--- src/rtl/mul_pkg.sv ---
// mul_pkg: shared widths, default multiplier latency and result entry type
package mul_pkg;
  localparam int OP_W            = 32;
  localparam int PROD_W          = 64;
  localparam int MUL_LATENCY_DEF = 9;
  localparam int TAG_W_DEF       = 4;
  typedef struct packed {
    logic [PROD_W-1:0]    product;
    logic [TAG_W_DEF-1:0] tag;
  } res_entry_t;
endpackage

--- src/rtl/mul_res_fifo.sv ---
// mul_res_fifo: first-word fall-through result FIFO.
// Ports: clk, rst_n (async active-low); wr/wdata push; rd pops head; rdata is the head; full, empty flags.
module mul_res_fifo #(
  parameter int DEPTH = 4,
  parameter int WIDTH = 68
) (
  input  logic             clk,
  input  logic             rst_n,
  input  logic             wr,
  input  logic [WIDTH-1:0] wdata,
  input  logic             rd,
  output logic [WIDTH-1:0] rdata,
  output logic             full,
  output logic             empty
);
  localparam int AW = $clog2(DEPTH);
  logic [AW:0]      wp, rp;
  logic [WIDTH-1:0] mem [DEPTH];
  // extra pointer bit separates full from empty when the index bits match
  assign empty = wp == rp;
  assign full  = (wp[AW] != rp[AW]) && (wp[AW-1:0] == rp[AW-1:0]);
  assign rdata = mem[rp[AW-1:0]];
  always_ff @(posedge clk or negedge rst_n) begin
    if (!rst_n) begin
      wp <= '0;
      rp <= '0;
      for (int i = 0; i < DEPTH; i++) mem[i] <= '0;
    end else begin
      if (wr && !full) begin
        mem[wp[AW-1:0]] <= wdata;
        wp <= wp + (AW+1)'(1);
      end
      if (rd && !empty) rp <= rp + (AW+1)'(1);
    end
  end
  // credits upstream guarantee a write never meets a full FIFO
  a_no_overflow: assert property (@(posedge clk) disable iff (!rst_n) !(wr && full));
endmodule

--- src/rtl/mul_issue_ctrl.sv ---
// mul_issue_ctrl: credit-based valid/ready wrapper around a fixed-latency non-stallable multiplier.
// Ports: clk, rst_n (async active-low); s_valid/s_ready/s_a/s_b/s_tag operand input;
// mul_num1/mul_num2 to the multiplier, mul_product from it; m_valid/m_ready/m_product/m_tag
// result output in issue order; busy while anything is in flight or buffered.
module mul_issue_ctrl
  import mul_pkg::*;
#(
  parameter int MUL_LATENCY = MUL_LATENCY_DEF,
  parameter int DEPTH       = 4,
  parameter int TAG_W       = 4
) (
  input  logic              clk,
  input  logic              rst_n,
  input  logic              s_valid,
  output logic              s_ready,
  input  logic [OP_W-1:0]   s_a,
  input  logic [OP_W-1:0]   s_b,
  input  logic [TAG_W-1:0]  s_tag,
  output logic [OP_W-1:0]   mul_num1,
  output logic [OP_W-1:0]   mul_num2,
  input  logic [PROD_W-1:0] mul_product,
  output logic              m_valid,
  input  logic              m_ready,
  output logic [PROD_W-1:0] m_product,
  output logic [TAG_W-1:0]  m_tag,
  output logic              busy
);
  localparam int CW = $clog2(DEPTH + 1);
  localparam int W  = PROD_W + TAG_W;
  logic [CW-1:0]          outstanding;
  logic                   issue_q;
  logic [TAG_W-1:0]       issue_tag;
  logic [MUL_LATENCY-1:0] vld_sr;
  logic [TAG_W-1:0]       tag_sr [MUL_LATENCY];
  logic                   s_fire, m_fire, full, empty;
  logic [W-1:0]           rdata;
  assign s_fire  = s_valid && s_ready;
  assign m_fire  = m_valid && m_ready;
  // outstanding covers both in-flight and buffered ops, so capping it at DEPTH keeps the FIFO from overflowing
  assign s_ready = outstanding < CW'(DEPTH);
  assign busy    = outstanding != '0;
  assign m_valid = !empty;
  assign {m_product, m_tag} = rdata;
  always_ff @(posedge clk or negedge rst_n) begin
    if (!rst_n) begin
      outstanding <= '0;
      issue_q     <= 1'b0;
      issue_tag   <= '0;
      mul_num1    <= '0;
      mul_num2    <= '0;
      vld_sr      <= '0;
      for (int i = 0; i < MUL_LATENCY; i++) tag_sr[i] <= '0;
    end else begin
      issue_q <= s_fire;
      if (s_fire) begin
        mul_num1  <= s_a;
        mul_num2  <= s_b;
        issue_tag <= s_tag;
      end
      vld_sr    <= {vld_sr[MUL_LATENCY-2:0], issue_q};
      tag_sr[0] <= issue_tag;
      for (int i = 1; i < MUL_LATENCY; i++) tag_sr[i] <= tag_sr[i-1];
      outstanding <= outstanding + CW'(s_fire) - CW'(m_fire);
    end
  end
  mul_res_fifo #(.DEPTH(DEPTH), .WIDTH(W)) u_fifo (
    .clk   (clk),
    .rst_n (rst_n),
    .wr    (vld_sr[MUL_LATENCY-1]),
    .wdata ({mul_product, tag_sr[MUL_LATENCY-1]}),
    .rd    (m_fire),
    .rdata (rdata),
    .full  (full),
    .empty (empty)
  );
endmodule
--- config.mk ---
export PLATFORM = sky130hd
export DESIGN_NAME = mul_issue_ctrl
export DESIGN_NICKNAME = d
export VERILOG_FILES = /design/src/rtl/mul_pkg.sv /design/src/rtl/mul_res_fifo.sv /design/src/rtl/mul_issue_ctrl.sv
export SDC_FILE = /design/constraint.sdc
export NUM_CORES = 1
export LEC_CHECK = 0
export ABC_CLOCK_PERIOD_IN_PS = 2980
export BUFFER_PORTS_ARGS = -buffer_cell sky130_fd_sc_hd__clkbuf_2
export CORE_AREA = 2 2 164 182
export CTS_BUF_LIST = sky130_fd_sc_hd__clkbuf_8
export CTS_CLUSTER_SIZE = 16
export DETAILED_ROUTE_END_ITERATION = 10
export DIE_AREA = 0 0 166 184
export MAX_ROUTING_LAYER = met4
export PLACE_DENSITY = 0.84
export SKIP_LAST_GASP = 1
export SLEW_MARGIN = 20
export SYNTH_ARGS = -nofsm -noshare
export SYNTH_HDL_FRONTEND = slang
export SYNTH_HIERARCHICAL = 1
export SYNTH_SLANG_ARGS = --single-unit
--- constraint.sdc ---
create_clock -name clk -period 2.98 [get_ports clk]
set_clock_uncertainty 0.05 [all_clocks]
set_input_delay 0.447 -clock clk [delete_from_list [all_inputs] [get_ports clk]]
set_output_delay 0.447 -clock clk [all_outputs]
set_load 0.005 [all_outputs]
# Word-level counts from Yosys, hierarchy flattened
# Index checks and enable logic that the tools add are counted.
[totals]
reg_bits = 395
in_bits = 136
output_inout_bits = 135
wordCells = 49
[classes]
addsub = 4
order_cmp = 4
eq_ne = 3
mux = 6
bitwise = 2
reduce_logical = 9
[op_table]
columns = ["operator", "n"]
rows = [
  ["$bwmux 272", 1],
  ["$mux 68", 3],
  ["$bmux 68 s2", 1],
  ["$demux 68 s2", 1],
  ["$add 3x1->3 const B", 2],
  ["$ge 3x3->1 const B", 2],
  ["$logic_and 1x1->1", 6],
  ["$not 2->3", 2],
  ["$add 3x1->3", 1],
  ["$eq 3x3->1", 1],
  ["$lt 3x1->1 const B", 1],
  ["$lt 3x3->1 const B", 1],
  ["$reduce_bool 3->1", 1],
  ["$sub 3x1->3", 1],
  ["$eq 2x2->1", 1],
  ["$logic_not 1->1", 2],
  ["$ne 1x1->1", 1],
]

# Depth between registers and ports, before layout
[depth]
depth_word = 6
ltp_mapped = 10
ltp_nobuf = 9

# Cells and area by module
# Netlist, hierarchy kept.
[modules_own_cells]
columns = ["module", "instances", "cells_per_inst", "area_each_um2"]
rows = [
  ["mul_res_fifo", 1, 702, 12478.2],
  ["mul_issue_ctrl", 1, 207, 4204.0],
]

# Worst setup path after synthesis
# No wires, ideal clock.
[synth_path]
path_type = "reg-to-reg"
startpoint = "reg u_fifo.rp[1]"
endpoint = "reg outstanding[2]"
setup_ns = 0.123
arrival_ns = 2.188
required_time_ns = 2.807
setup_slack_ns = 0.620
path_stages_with_launch = 11
period_less_slack_ns = 2.360
cell_sequence = "dfrtp_1 buf_2 xor2_1 nor3_1 nor2b_1 ha_1 inv_1 ha_1 fa_1 xnor2_1 xnor2_1"
[synth_via]
elab_chain_len = 4
[synth_rtl]
columns = ["element", "line", "rtl"]
rows = [
  ["start, declared", "mul_res_fifo.sv:17", "logic [AW:0] wp, rp;"],
  ["start signal, assigned", "mul_res_fifo.sv:33", "if (rd && !empty) rp <= rp + (AW+1)'(1);"],
  ["$eq 3x3->1", "mul_res_fifo.sv:20", "assign empty = wp == rp;"],
  ["net empty", "mul_issue_ctrl.sv:35", "logic s_fire, m_fire, full, empty;"],
  ["$logic_not 1->1", "mul_issue_ctrl.sv:42", "assign m_valid = !empty;"],
  ["$logic_and 1x1->1", "mul_issue_ctrl.sv:38", "assign m_fire = m_valid && m_ready;"],
  ["net m_fire", "mul_issue_ctrl.sv:35", ""],
  ["$sub 3x1->3", "mul_issue_ctrl.sv:63", "outstanding <= outstanding + CW'(s_fire) - CW'(m_fire);"],
  ["end signal, assigned", "mul_issue_ctrl.sv:63", ""],
  ["end, declared", "mul_issue_ctrl.sv:30", "logic [CW-1:0] outstanding;"],
]
# The timed path passes the listed nets, and every way through them passes these cells.
# A chain may end at the register's enable or synchronous reset.

# Worst setup path after layout
[layout_path]
startpoint = "reg u_fifo.rp[0]"
endpoint = "out m_product[6]"
[layout_via]
elab_chain_len = 4
[layout_rtl]
columns = ["element", "line", "rtl"]
rows = [
  ["$not 2->3 (not written as such)", "mul_res_fifo.sv:22", "assign rdata = mem[rp[AW-1:0]];"],
  ["$bmux 68 s2", "mul_res_fifo.sv:22", ""],
  ["$mux 68 (not written as such) (2 in series)", "mul_res_fifo.sv:22", ""],
  ["end, declared", "mul_issue_ctrl.sv:24", "output logic [PROD_W-1:0] m_product,"],
]
# Every way passes these cells. The select of a mux whose other input is x is not followed.

==> summary.md <==
| Metric | Value |
|---|---|
| Fin crit share | `94.58%` |
| WP data arrival | `2.32 ns` |
| Combinational power share | `between 30% and 40%` |
| Die span in x | `about 170 um` |
| Grt total ovfl | `0` |
| Vias in the first global route | `9968` |
| Switching Share | `between 20% and 30%` |
| Final nets | `between 1000 and 1500` |
| Crit-path max cell delay | `approximately 0.6 ns` |
| Initial Util | `between 50% and 60%` |
| Final TNS setup | `0 ns` |
| Non-filler instance count after layout | `1624` |
| CTS tree | `yes` |
| Clock Latency Late Sink | `just under 0.6 ns` |
| Most frequent cells in the layout | `393 x dfrtp_1, 269 x clkbuf_2, 204 x mux2_2, 138 x mux2_4, 75 x clkbuf_8` |
| Pre-antenna DRT Iters | `4` |
| Share of layout cells above drive strength 1 | `about 64%` |
| Most common cell after layout, fill and taps aside | `dfrtp_1` |
| Avg Synthesized Cell Area | `between 15 and 20 um2` |
| DR iter-0 viols | `270` |
| Final Hold Fails | `0` |
| Area growth, synth to finish | `17.97%` |
| Tmin final | `2.818 ns` |
| FMAX | `0.3548 GHz` |
| CP Launch Type | `flip-flop` |
| Vias after detailed routing | `8861` |
| Clock tree sinks | `a little under 400` |
| Worst slew pin tran | `0.8007 ns` |
| Core area | `between 20000 and 30000 um2` |
| CTS max path bufs | `3` |
| Worst Path Required | `~2.5 ns` |
| GRT Total Usage | `roughly 22%` |
| Max Cap Viol | `0` |
| Unrepaired setup endpoints after global routing | `false` |
| Clk slew on worst S/H paths | `about 0.070 ns` |
| Core Rows | `65` |
| Die Y | `about 180 um` |
| Hold slack | `0.04584 ns` |
| Clock share of power | `20.1%` |
| H-tree depth | `2` |
| Area taken by multi-input logic gates | `~6300 um2` |
| Ports | `~270` |
| Worst Path Buf+Inv | `2` |
| Layout filler cell count | `~1800` |
| Post-synthesis cell count | `908` |
| CP Capture Type | `output pin` |
| WHS Path Cells | `2` |
| Met1 WL | `between 10 and 15 mm` |
| Placed Cells | `1518` |
| PortBufs | `270` |
| CTS Buf Count | `58` |
| Hold Path Class | `in2reg` |
| Largest net degree at the start of global routing | `94` |
| DRT antenna net count | `0` |
| Post-Syn Area | `16680 um2` |
| Status | `complete, no violations` |
| P per Cell Area | `about 1200 nW/um2` |
| Crit path max-delay family | `buffers and inverters` |
| # DRC | `0` |
| Total power | `between 0.02 and 0.025 W` |
| Switch Pwr | `0.006738 W` |
| Via-to-Cell Ratio | `around 5.5` |
| Pint | `around 0.016 W` |
| Initial antenna violation count | `1` |
| Critical path cell sequence | `buf_6 -> mux4_2 -> clkbuf_2` |
| Full die area | `between 30000 and 40000 um2` |
| Peak supply drop | `about 0.77 mV` |
| Met2 wire len | `roughly 16 mm` |
| Top Metal Used | `met4` |
| Global placer's final weighted congestion | `approximately 0.75` |
| Drt total wl | `~32 mm` |
| Global-route wire length before repair | `a little over 50 mm` |
| CP max stage cell | `mux4_2` |
| R2R cell count | `9` |
| WL met3 | `approximately 1.8 mm` |
| Root buffer cell | `clkbuf_8` |
| Final setup viols | `0` |
| Seq pwr share | `around two fifths` |
| Reg area | `roughly 9900 um2` |
| Synth Warn # | `6` |
| Kind of critical path | `reg2out` |
| Synthesized Nets | `1052` |
| Critical Path Stages | `3` |
| P_leak | `9.135 nW` |
| Routed wire per std cell | `between 15 and 20 um` |
| Critical path fanouts, max | `42` |
| Slew headroom | `a little under half` |
| Dpl hpwl | `20.40 mm` |
| Max Transition Viols Final | `0` |
| R2r setup slk | `between 0.3 and 0.4 ns` |
==> cell type report <==
cell class / count / share of cell area, %
Sequential cell: 395 / 50.28
Clock inverter: 29 / 1.227
Clock buffer: 75 / 5.246
Inverter: 9 / 0.1717
Tap cell: 368 / 2.340
Timing Repair Buffer: 296 / 8.534
Antenna cell: 1 / 0.01272
Multi-Input combinational cell: 451 / 32.19
==> routing by layer <==
metal  vias to the layer above  global-route usage [%]
met5                         -                       -
met1                      4623                   27.81
met3                        52                   4.909
met2                       266                   35.70
met4                         0                   6.504
li1                       3920                       -
==> metrics by stage <==
step	util (%)	setup slack, ns	instance area (um2)
floorplan	-	0.6197	16680
global placement	64.39	0.5507	18380
detailed placement	64.39	0.3780	18380
CTS	68.92	0.06172	19670
global route	68.92	0.006024	19680
finish	68.92	0.1615	19680
==> flip-flops by register name (all words and copies together), names as in the netlist <==
register,cells
u_fifo/mem,272
tag_sr,36
mul_num1,32
mul_num2,32
vld_sr,9
issue_tag,4
outstanding,3
u_fifo/rp,3
u_fifo/wp,3
issue_q,1
==> what timing repair did <==
item	CTS	global route
hold endpoints to repair	80	0
hold buffers	1	0
buffers inserted	0	0
gates resized for setup	2	0
endpoints found under the setup margin	68	0
==> path summary, 6_finish.rpt <==
path                                   start               to
worst max-delay path            u_fifo/rp[0]     m_product[6]
worst min-delay path                  s_b[9]      mul_num2[9]
worst max register to register  u_fifo/wp[1]   outstanding[2]
worst min register to register     tag_sr[6]        tag_sr[2]
max in group asynchronous              rst_n  u_fifo/mem[211]
min in group asynchronous              rst_n      mul_num2[9]
==> power groups by stage <==
stage	clock, W	sequential [W]	combinational [W]
after floorplan	0	0.00911	0.00643
after detailed placement	0	0.00953	0.00893
after CTS	0.00474	0.00952	0.00893
after global placement	0	0.00944	0.00862
final	0.00460	0.00951	0.00876
after global routing	0.00498	0.00984	0.00946
No activity file was read; power rests on OpenSTA's default activity.
